==> src/rtl/aibnd_dcc_dll_seq_pkg.sv <==
// Shared types and constants for the aibnd DCC/DLL power-up sequencer.
// Latency: n/a (types, constants and elaboration-time helpers only).
// Backpressure: n/a.
package aibnd_dcc_dll_seq_pkg;

  // The encoding is visible on seq_state, so CSR/debug software depends on these values.
  typedef enum logic [2:0] {
    ST_RST        = 3'd0,
    ST_DCC_CAL    = 3'd1,
    ST_DCC_SETTLE = 3'd2,
    ST_DLL_CAL    = 3'd3,
    ST_LOCKED     = 3'd4,
    ST_ERR        = 3'd5
  } seq_state_e;

  localparam int RST_CYC_DEF    = 16;
  localparam int DCC_TMO_DEF    = 4096;
  localparam int SETTLE_CYC_DEF = 64;
  localparam int DLL_TMO_DEF    = 8192;
  localparam int LOCK_FILT_DEF  = 8;
  localparam int MAX_RETRY_DEF  = 3;
  localparam int RETRY_W        = 2;

  // Width of a counter that counts 0 .. n-1.
  function automatic int cnt_w(input int n);
    return (n < 2) ? 1 : $clog2(n);
  endfunction

  function automatic int max_i(input int a, input int b);
    return (a > b) ? a : b;
  endfunction

  localparam int RST_W    = cnt_w(RST_CYC_DEF);
  localparam int DCC_W    = cnt_w(DCC_TMO_DEF);
  localparam int SETTLE_W = cnt_w(SETTLE_CYC_DEF);
  localparam int DLL_W    = cnt_w(DLL_TMO_DEF);
  localparam int FILT_W   = cnt_w(LOCK_FILT_DEF);

endpackage

==> src/rtl/aibnd_dcc_dll_seq_if.sv <==
// Control and status bundle between the core/CSR side and the DCC/DLL sequencer.
// Latency: none (wires only). Backpressure: none; all signals are levels.
// master = core/CSR side plus the analog status inputs, slave = sequencer.
interface aibnd_dcc_dll_seq_if;
  logic       seq_en;       // low forces and holds RST
  logic       reinit;       // level; forces RST, clears retries and error
  logic       rb_dcc_byp;   // skip the DCC phase
  logic       rb_cont_cal;  // LOCKED also watches dcc_done
  logic       dcc_done;     // asynchronous to clk_pll
  logic       dll_lock;     // asynchronous to clk_pll
  logic       dcc_rst_n;    // DCC reset, active-low
  logic       dll_rst_n;    // DLL phase-detector reset, active-low
  logic       cal_done;     // high only in LOCKED
  logic       cal_err;      // high only in ERR
  logic [1:0] retry_cnt;    // retries consumed, saturating
  logic [2:0] seq_state;    // encoded state

  modport master (
    output seq_en, reinit, rb_dcc_byp, rb_cont_cal, dcc_done, dll_lock,
    input  dcc_rst_n, dll_rst_n, cal_done, cal_err, retry_cnt, seq_state
  );

  modport slave (
    input  seq_en, reinit, rb_dcc_byp, rb_cont_cal, dcc_done, dll_lock,
    output dcc_rst_n, dll_rst_n, cal_done, cal_err, retry_cnt, seq_state
  );
endinterface

==> src/rtl/aibnd_sync2.sv <==
// Two-flop synchronizer for a level crossing into the clk domain.
// Latency: 2 clk cycles. Backpressure: none.
// Ports: clk, rst_n (synchronous, active-low), d (async level in), q (synchronized out).
module aibnd_sync2 (
  input  logic clk,
  input  logic rst_n,
  input  logic d,
  output logic q
);
  logic meta;

  always_ff @(posedge clk) begin
    if (!rst_n) begin
      meta <= 1'b0;
      q    <= 1'b0;
    end else begin
      meta <= d;
      q    <= meta;
    end
  end
endmodule

==> src/rtl/aibnd_dcc_dll_seq.sv <==
// DCC/DLL power-up and recalibration sequencer with timeouts, bounded retry and sticky error.
// Latency: async status inputs act 2 cycles after arrival; outputs are registered with the state.
// Backpressure: none; seq_en/reinit are levels and override any in-progress phase.
// Ports: clk_pll, nrst (synchronous, active-low), bus (aibnd_dcc_dll_seq_if.slave).
module aibnd_dcc_dll_seq
  import aibnd_dcc_dll_seq_pkg::*;
#(
  parameter int RST_CYC    = RST_CYC_DEF,
  parameter int DCC_TMO    = DCC_TMO_DEF,
  parameter int SETTLE_CYC = SETTLE_CYC_DEF,
  parameter int DLL_TMO    = DLL_TMO_DEF,
  parameter int LOCK_FILT  = LOCK_FILT_DEF,
  parameter int MAX_RETRY  = MAX_RETRY_DEF
) (
  input logic               clk_pll,
  input logic               nrst,
  aibnd_dcc_dll_seq_if.slave bus
);
  // One phase timer is shared by all states; it only ever runs in one phase at a time.
  localparam int TMR_W  = cnt_w(max_i(max_i(RST_CYC, DCC_TMO), max_i(SETTLE_CYC, DLL_TMO)));
  localparam int LFLT_W = cnt_w(LOCK_FILT);

  seq_state_e          state_q, state_nxt;
  logic [TMR_W-1:0]    tmr_q, tmr_nxt;
  logic [LFLT_W-1:0]   filt_q, filt_nxt;
  logic [RETRY_W-1:0]  retry_q, retry_nxt;
  logic                byp_q, byp_nxt;
  logic                retry_evt;
  logic                dcc_rst_n_q, dll_rst_n_q, cal_done_q, cal_err_q;
  logic                dcc_rst_n_nxt, dll_rst_n_nxt, cal_done_nxt, cal_err_nxt;
  logic                s_done, s_lock;

  aibnd_sync2 u_sync_done (.clk(clk_pll), .rst_n(nrst), .d(bus.dcc_done), .q(s_done));
  aibnd_sync2 u_sync_lock (.clk(clk_pll), .rst_n(nrst), .d(bus.dll_lock), .q(s_lock));

  always_ff @(posedge clk_pll) begin
    if (!nrst) begin
      state_q     <= ST_RST;
      tmr_q       <= '0;
      filt_q      <= '0;
      retry_q     <= '0;
      byp_q       <= 1'b0;
      dcc_rst_n_q <= 1'b0;
      dll_rst_n_q <= 1'b0;
      cal_done_q  <= 1'b0;
      cal_err_q   <= 1'b0;
    end else begin
      state_q     <= state_nxt;
      tmr_q       <= tmr_nxt;
      filt_q      <= filt_nxt;
      retry_q     <= retry_nxt;
      byp_q       <= byp_nxt;
      dcc_rst_n_q <= dcc_rst_n_nxt;
      dll_rst_n_q <= dll_rst_n_nxt;
      cal_done_q  <= cal_done_nxt;
      cal_err_q   <= cal_err_nxt;
    end
  end

  always_comb begin
    state_nxt = state_q;
    tmr_nxt   = tmr_q + TMR_W'(1);
    filt_nxt  = '0;
    retry_nxt = retry_q;
    byp_nxt   = byp_q;
    retry_evt = 1'b0;

    if (bus.reinit) begin
      state_nxt = ST_RST;
      tmr_nxt   = '0;
      retry_nxt = '0;
    end else if (!bus.seq_en) begin
      state_nxt = ST_RST;
      tmr_nxt   = '0;
    end else begin
      unique case (state_q)
        ST_RST: begin
          if (tmr_q == TMR_W'(RST_CYC - 1)) begin
            // Bypass is captured here so it cannot change mid-calibration.
            byp_nxt   = bus.rb_dcc_byp;
            tmr_nxt   = '0;
            state_nxt = bus.rb_dcc_byp ? ST_DLL_CAL : ST_DCC_CAL;
          end
        end
        ST_DCC_CAL: begin
          if (s_done) begin
            state_nxt = ST_DCC_SETTLE;
            tmr_nxt   = '0;
          end else if (tmr_q == TMR_W'(DCC_TMO - 1)) begin
            retry_evt = 1'b1;
          end
        end
        ST_DCC_SETTLE: begin
          // A dropout restarts the DCC wait with a fresh timeout; it is not a failure.
          if (!s_done) begin
            state_nxt = ST_DCC_CAL;
            tmr_nxt   = '0;
          end else if (tmr_q == TMR_W'(SETTLE_CYC - 1)) begin
            state_nxt = ST_DLL_CAL;
            tmr_nxt   = '0;
          end
        end
        ST_DLL_CAL: begin
          if (s_lock) filt_nxt = filt_q + LFLT_W'(1);
          // Qualification is checked first so it wins a same-cycle timeout.
          if (s_lock && (filt_q == LFLT_W'(LOCK_FILT - 1))) begin
            state_nxt = ST_LOCKED;
            tmr_nxt   = '0;
            filt_nxt  = '0;
          end else if (tmr_q == TMR_W'(DLL_TMO - 1)) begin
            retry_evt = 1'b1;
          end
        end
        ST_LOCKED: begin
          tmr_nxt = '0;
          if (!s_lock || (bus.rb_cont_cal && !byp_q && !s_done)) retry_evt = 1'b1;
        end
        ST_ERR: begin
          tmr_nxt = '0;
        end
        default: begin
          state_nxt = ST_RST;
          tmr_nxt   = '0;
        end
      endcase

      if (retry_evt) begin
        tmr_nxt  = '0;
        filt_nxt = '0;
        if (retry_q == RETRY_W'(MAX_RETRY)) begin
          state_nxt = ST_ERR;
        end else begin
          retry_nxt = retry_q + RETRY_W'(1);
          state_nxt = ST_RST;
        end
      end
    end

    // Outputs are decoded from the next state so they register together with it.
    dll_rst_n_nxt = (state_nxt == ST_DLL_CAL) || (state_nxt == ST_LOCKED);
    dcc_rst_n_nxt = (state_nxt == ST_DCC_CAL) || (state_nxt == ST_DCC_SETTLE) ||
                    (dll_rst_n_nxt && !byp_nxt);
    cal_done_nxt  = (state_nxt == ST_LOCKED);
    cal_err_nxt   = (state_nxt == ST_ERR);
  end

  assign bus.dcc_rst_n = dcc_rst_n_q;
  assign bus.dll_rst_n = dll_rst_n_q;
  assign bus.cal_done  = cal_done_q;
  assign bus.cal_err   = cal_err_q;
  assign bus.retry_cnt = retry_q;
  assign bus.seq_state = state_q;
endmodule
==> src/flat_wrapper.sv <==
// flat-port wrapper written by rule: the top's interface ports become plain ports
module aibnd_dcc_dll_seq_flat import aibnd_dcc_dll_seq_pkg::*;
#(
  parameter int RST_CYC    = RST_CYC_DEF,
  parameter int DCC_TMO    = DCC_TMO_DEF,
  parameter int SETTLE_CYC = SETTLE_CYC_DEF,
  parameter int DLL_TMO    = DLL_TMO_DEF,
  parameter int LOCK_FILT  = LOCK_FILT_DEF,
  parameter int MAX_RETRY  = MAX_RETRY_DEF
)
  (clk_pll, nrst, bus_seq_en, bus_reinit, bus_rb_dcc_byp, bus_rb_cont_cal, bus_dcc_done, bus_dll_lock, bus_dcc_rst_n, bus_dll_rst_n, bus_cal_done, bus_cal_err, bus_retry_cnt, bus_seq_state);
  aibnd_dcc_dll_seq_if bus_i ();
  input logic clk_pll;
  input logic nrst;
  input wire logic [$bits(bus_i.seq_en)-1:0] bus_seq_en;
  input wire logic [$bits(bus_i.reinit)-1:0] bus_reinit;
  input wire logic [$bits(bus_i.rb_dcc_byp)-1:0] bus_rb_dcc_byp;
  input wire logic [$bits(bus_i.rb_cont_cal)-1:0] bus_rb_cont_cal;
  input wire logic [$bits(bus_i.dcc_done)-1:0] bus_dcc_done;
  input wire logic [$bits(bus_i.dll_lock)-1:0] bus_dll_lock;
  output wire logic [$bits(bus_i.dcc_rst_n)-1:0] bus_dcc_rst_n;
  output wire logic [$bits(bus_i.dll_rst_n)-1:0] bus_dll_rst_n;
  output wire logic [$bits(bus_i.cal_done)-1:0] bus_cal_done;
  output wire logic [$bits(bus_i.cal_err)-1:0] bus_cal_err;
  output wire logic [$bits(bus_i.retry_cnt)-1:0] bus_retry_cnt;
  output wire logic [$bits(bus_i.seq_state)-1:0] bus_seq_state;
  assign bus_i.seq_en = bus_seq_en;
  assign bus_i.reinit = bus_reinit;
  assign bus_i.rb_dcc_byp = bus_rb_dcc_byp;
  assign bus_i.rb_cont_cal = bus_rb_cont_cal;
  assign bus_i.dcc_done = bus_dcc_done;
  assign bus_i.dll_lock = bus_dll_lock;
  assign bus_dcc_rst_n = bus_i.dcc_rst_n;
  assign bus_dll_rst_n = bus_i.dll_rst_n;
  assign bus_cal_done = bus_i.cal_done;
  assign bus_cal_err = bus_i.cal_err;
  assign bus_retry_cnt = bus_i.retry_cnt;
  assign bus_seq_state = bus_i.seq_state;
  aibnd_dcc_dll_seq #(.RST_CYC(RST_CYC), .DCC_TMO(DCC_TMO), .SETTLE_CYC(SETTLE_CYC), .DLL_TMO(DLL_TMO), .LOCK_FILT(LOCK_FILT), .MAX_RETRY(MAX_RETRY)) u_core (.clk_pll(clk_pll), .nrst(nrst), .bus(bus_i));
endmodule
==> config.mk <==
export PLATFORM = sky130hd
export DESIGN_NAME = aibnd_dcc_dll_seq_flat
export DESIGN_NICKNAME = d
export VERILOG_FILES = /design/src/rtl/aibnd_dcc_dll_seq_pkg.sv /design/src/rtl/aibnd_dcc_dll_seq_if.sv /design/src/rtl/aibnd_sync2.sv /design/src/rtl/aibnd_dcc_dll_seq.sv /design/src/flat_wrapper.sv
export SDC_FILE = /design/constraint.sdc
export NUM_CORES = 1
export LEC_CHECK = 0
export BUFFER_PORTS_ARGS = -buffer_cell sky130_fd_sc_hd__buf_2
export CORE_UTILIZATION = 56
export CTS_CLUSTER_SIZE = 14
export DETAILED_ROUTE_END_ITERATION = 10
export HOLD_SLACK_MARGIN = 0.06
export PLACE_DENSITY_LB_ADDON = 0.05
export REMOVE_ABC_BUFFERS = 1
export SETUP_SLACK_MARGIN = 0.15
export SYNTH_ARGS = -nofsm -noshare
export SYNTH_HDL_FRONTEND = slang
export SYNTH_SLANG_ARGS = --single-unit
export TNS_END_PERCENT = 5
==> constraint.sdc <==
create_clock -name clk_pll -period 2.41 [get_ports clk_pll]
set_clock_uncertainty 0.05 [all_clocks]
set_input_delay 0.1205 -clock clk_pll [delete_from_list [all_inputs] [get_ports clk_pll]]
set_output_delay 0.1205 -clock clk_pll [all_outputs]
set_load 0.1 [all_outputs]
==> summary.md <==
| Metric | Value |
|---|---|
| CTS Root Cell | `clkbuf_4` |
| Cell variety after synth | `39` |
| CTS clk-pin slew, worst paths | `about 0.090 ns` |
| Drt drc | `0` |
| Post-layout util | `between 70% and 80%` |
| CP Data Required Time | `~2.6 ns` |
| First-pass GRT wire length | `between 4000 and 5000 µm` |
| Final setup vio count | `0` |
| Post-synth EDFFs | `0` |
| Syn Std Cell Area | `about 1400 µm²` |
| Asr flop ratio synth | `0%` |
| Vias per cell | `5.505` |
| Final GP Congestion | `between 0.7 and 0.8` |
| DP Area | `roughly 1500 µm²` |
| Largest net degree at the start of global routing | `14` |
| Antenna violations before repair | `0` |
| Die area | `around 2700 µm²` |
| Worst VDD drop | `0.4187 mV` |
| Rows | `17` |
| Slowest-stage cell, CP | `or4b_1` |
| Period Utilization, post-route | `approximately nine tenths` |
| Crit path arrival time | `~2.4 ns` |
| Fmax | `between 400 and 500 MHz` |
| CTS tree | `built` |
| Sequential share of the synthesized area | `between 40% and 50%` |
| Initial Util | `between 60% and 70%` |
| Leading cell type in the layout, fill and taps excluded | `dfxtp_1` |
| Grt ovf | `0` |
| Max Root-Sink Buffers | `2` |
| N_diodes | `0` |
| Iter 0 DRT Violations | `19` |
| Critical path's top delay family | `simple AND/OR/NAND/NOR gates` |
| Die X | `~52 µm` |
| Crit path time final | `2.136 ns` |
| Lkg Pwr | `0.6714 nW` |
| Clk sinks | `30` |
| Total Wirelength | `between 2000 and 3000 µm` |
| Synth area leader | `dfxtp_1` |
| Num CTS Buffers | `5` |
| Synth Register Bits | `30` |
| Crit path cell chain | `ha_1 -> ha_4 -> and2_1 -> o21ai_1 -> a22oi_1 -> o31a_1 -> or4b_1 -> a31oi_1` |
| Outcome | `complete, no violations` |
| PortBufs | `16` |
| HP Start | `bus_rb_dcc_byp` |
| Area contributors post-synth | `dfxtp_1 (43%), nor2_1 (5.4%), xor2_1 (5.0%), ha_1 (3.6%), and2_1 (3.1%)` |
| Reg2reg end | `u_core.bus.dcc_rst_n` |
| WS Path Type | `flop to flop` |
| Crit. End Element | `flop` |
| Hold Path Sink | `u_core.byp_q` |
| Final Max Slew Viols | `0` |
| Max transition margin | `about two thirds` |
| DPL Wire Length | `between 2000 and 2500 µm` |
| Worst hold stages | `3` |
| Reg2reg setup slack | `0.27 ns` |
| GRT Util Overall | `between 20 and 30%` |
| RSZ-0062 raised after global routing | `false` |
| Worst R2R Path Depth | `8` |
| Cell Pwr Density | `a little under 500 nW/µm²` |
| Vias | `1145` |
| Die Y-Extent | `between 50 and 60 µm` |
| Syn. warnings | `0` |
| Reg-to-reg critical path startpoint | `u_core.filt_q[0]` |
| Post-route cell area | `approximately 1600 µm²` |
| Least-Margin Pin Slew | `between 0.4 and 0.5 ns` |
| HP Class | `input pin to flop` |
| Vias in the first global route | `1117` |
| Cells after synthesis | `roughly 160` |
| Max-Cap Viols | `0` |
| Clk Latency, worst-skew pair | `0.33 ns` |
| Yosys top cell area share | `42.82%` |
| Final net count | `roughly 190` |
| 1st-pass router iterations | `4` |
| Core ar. | `around 2300 µm²` |
| Max incr delay on CP | `between 0.5 and 0.6 ns` |
| Post-Syn Area per Cell | `~9.0 µm²` |
| DRT antenna net count | `0` |
| Worst Path Buf+Inv | `0` |
| Syn-to-layout area delta | `17.13%` |
| Crit Path Max Fanout | `7` |
| Most used DFF post-synth | `dfxtp_1` |
| Hold Vio Cnt, Final | `0` |
| Layout cell share with drive strength beyond 1 | `18.89%` |
| Top Ports | `17` |
| Critical Path Start Type | `flop` |
| Most frequent cells in the layout | `dfxtp_1 (30), nor2_1 (20), buf_2 (16)` |
| CTS H-tree depth | `2` |
| Wire length per cell | `between 10 and 15 µm` |
==> cell families after synthesis <==
kind of cell / synth area share, %
XOR/XNOR: 8.118
multiplexers: 2.944
flip-flops: 42.82
adder cells (fa/ha/maj): 3.568
AO/OA/AOI/OAI: 11.33
AND/OR/NAND/NOR: 28.90
buffers and inverters: 2.319
==> state kept, by name (all words and copies together) (netlist names), 2 cells and up <==
signal                count
u_core.bus.seq_state      3
u_core.tmr_q             13
u_core.filt_q             3
u_core.bus.retry_cnt      2
==> worst max-delay path by stage <==
| stage | slack (ns) | end | cells past startpoint | start |
|---|---|---|---|---|
| finish | 0.27 | u_core.bus.dcc_rst_n | 8 | u_core.filt_q[0] |
| global route | 0.16 | u_core.bus.dcc_rst_n | 8 | u_core.filt_q[0] |
| CTS | 0.17 | u_core.tmr_q[5] | 8 | u_core.filt_q[0] |
| detailed placement | 0.04 | u_core.tmr_q[5] | 8 | u_core.filt_q[0] |
| global placement | 0.24 | u_core.tmr_q[5] | 8 | u_core.filt_q[0] |
| floorplan | -0.11 | u_core.bus.dcc_rst_n | 6 | u_core.bus.seq_state[1] |
==> layout make-up <==
| cell class | instances | area (µm²) |
|---|---|---|
| Inverter | 5 | 18.77 |
| Tap cell | 28 | 35.03 |
| Clock inverter | 2 | 10.01 |
| Multi-Input combinational cell | 117 | 813.3 |
| Sequential cell | 30 | 600.6 |
| Fill cell | 164 | 633.1 |
| Timing Repair Buffer | 21 | 127.6 |
| Clock buffer | 5 | 37.54 |
==> power breakdown <==
| part | internal, W | total (W) | leakage (nW) | switching, W |
|---|---|---|---|---|
| Clock | 0.000104 | 0.000273 | 0.0308 | 0.000169 |
| Sequential | 0.000499 | 0.000502 | 0.243 | 0.00000299 |
| Combinational | 0.0000153 | 0.0000304 | 0.398 | 0.0000152 |
==> what timing repair did <==
item                       in CTS  in global routing
setup buffers                   0                  0
hold endpoints to repair        5                  0
gates resized for setup         3                  5
hold buffers                    4                  0
setup endpoints to repair      13                 16
==> synthesized netlist by cell type, types with 2 or more instances <==
| cell type | count |
|---|---|
| inv_1 | 5 |
| buf_2 | 2 |
| dfxtp_1 | 30 |
| nor3_2 | 2 |
| nor2_1 | 20 |
| and2_1 | 7 |
| ha_1 | 4 |
| nor2b_1 | 4 |
| xnor2_1 | 5 |
| mux2i_1 | 3 |
| nand3_1 | 7 |
| nand2b_1 | 4 |
| a21oi_1 | 4 |
| and3_1 | 7 |
| nor3_1 | 2 |
| nand4_1 | 2 |
| o21ai_0 | 4 |
| xor2_1 | 8 |
| a22oi_1 | 2 |
| a31oi_1 | 2 |
| o211ai_1 | 2 |
| nand3_2 | 2 |
| nand2_1 | 11 |
==> per-stage QoR <==
step | setup TNS, ns | setup slack (ns) | hold slack [ns] | std cells | power, W
6_report | 0 | 0.2736 | 0.1040 | 208 | 0.0008059
4_1_cts | 0 | 0.1732 | 0.1059 | 208 | 0.0008065
2_1_floorplan | -1.352 | -0.1086 | 0.1867 | 152 | 0.0005249
5_1_grt | 0 | 0.1619 | 0.1103 | 208 | 0.0008349
3_5_place_dp | 0 | 0.03764 | 0.2810 | 197 | 0.0005369
3_3_place_gp | 0 | 0.2379 | 0.2790 | 197 | 0.0005352
==> routing by layer <==
metal,up-vias,wire length [µm],GRT usage (%),part of all wire (%)
li1,584,-,-,-
met1,527,1270,28.49,45
met2,27,1349,40.17,48
met3,7,144,11.70,5.1
met4,0,51,9.910,1.8
met5,-,0,0,0
==> worst reg2reg max path, stage by stage, from the launching register on <==
cell	delay, ns
dfxtp_1	0.33
ha_1	0.23
ha_4	0.18
and2_1	0.13
o21ai_1	0.14
a22oi_1	0.10
o31a_1	0.19
or4b_1	0.55
a31oi_1	0.18
(Power assumes the default switching activity.)
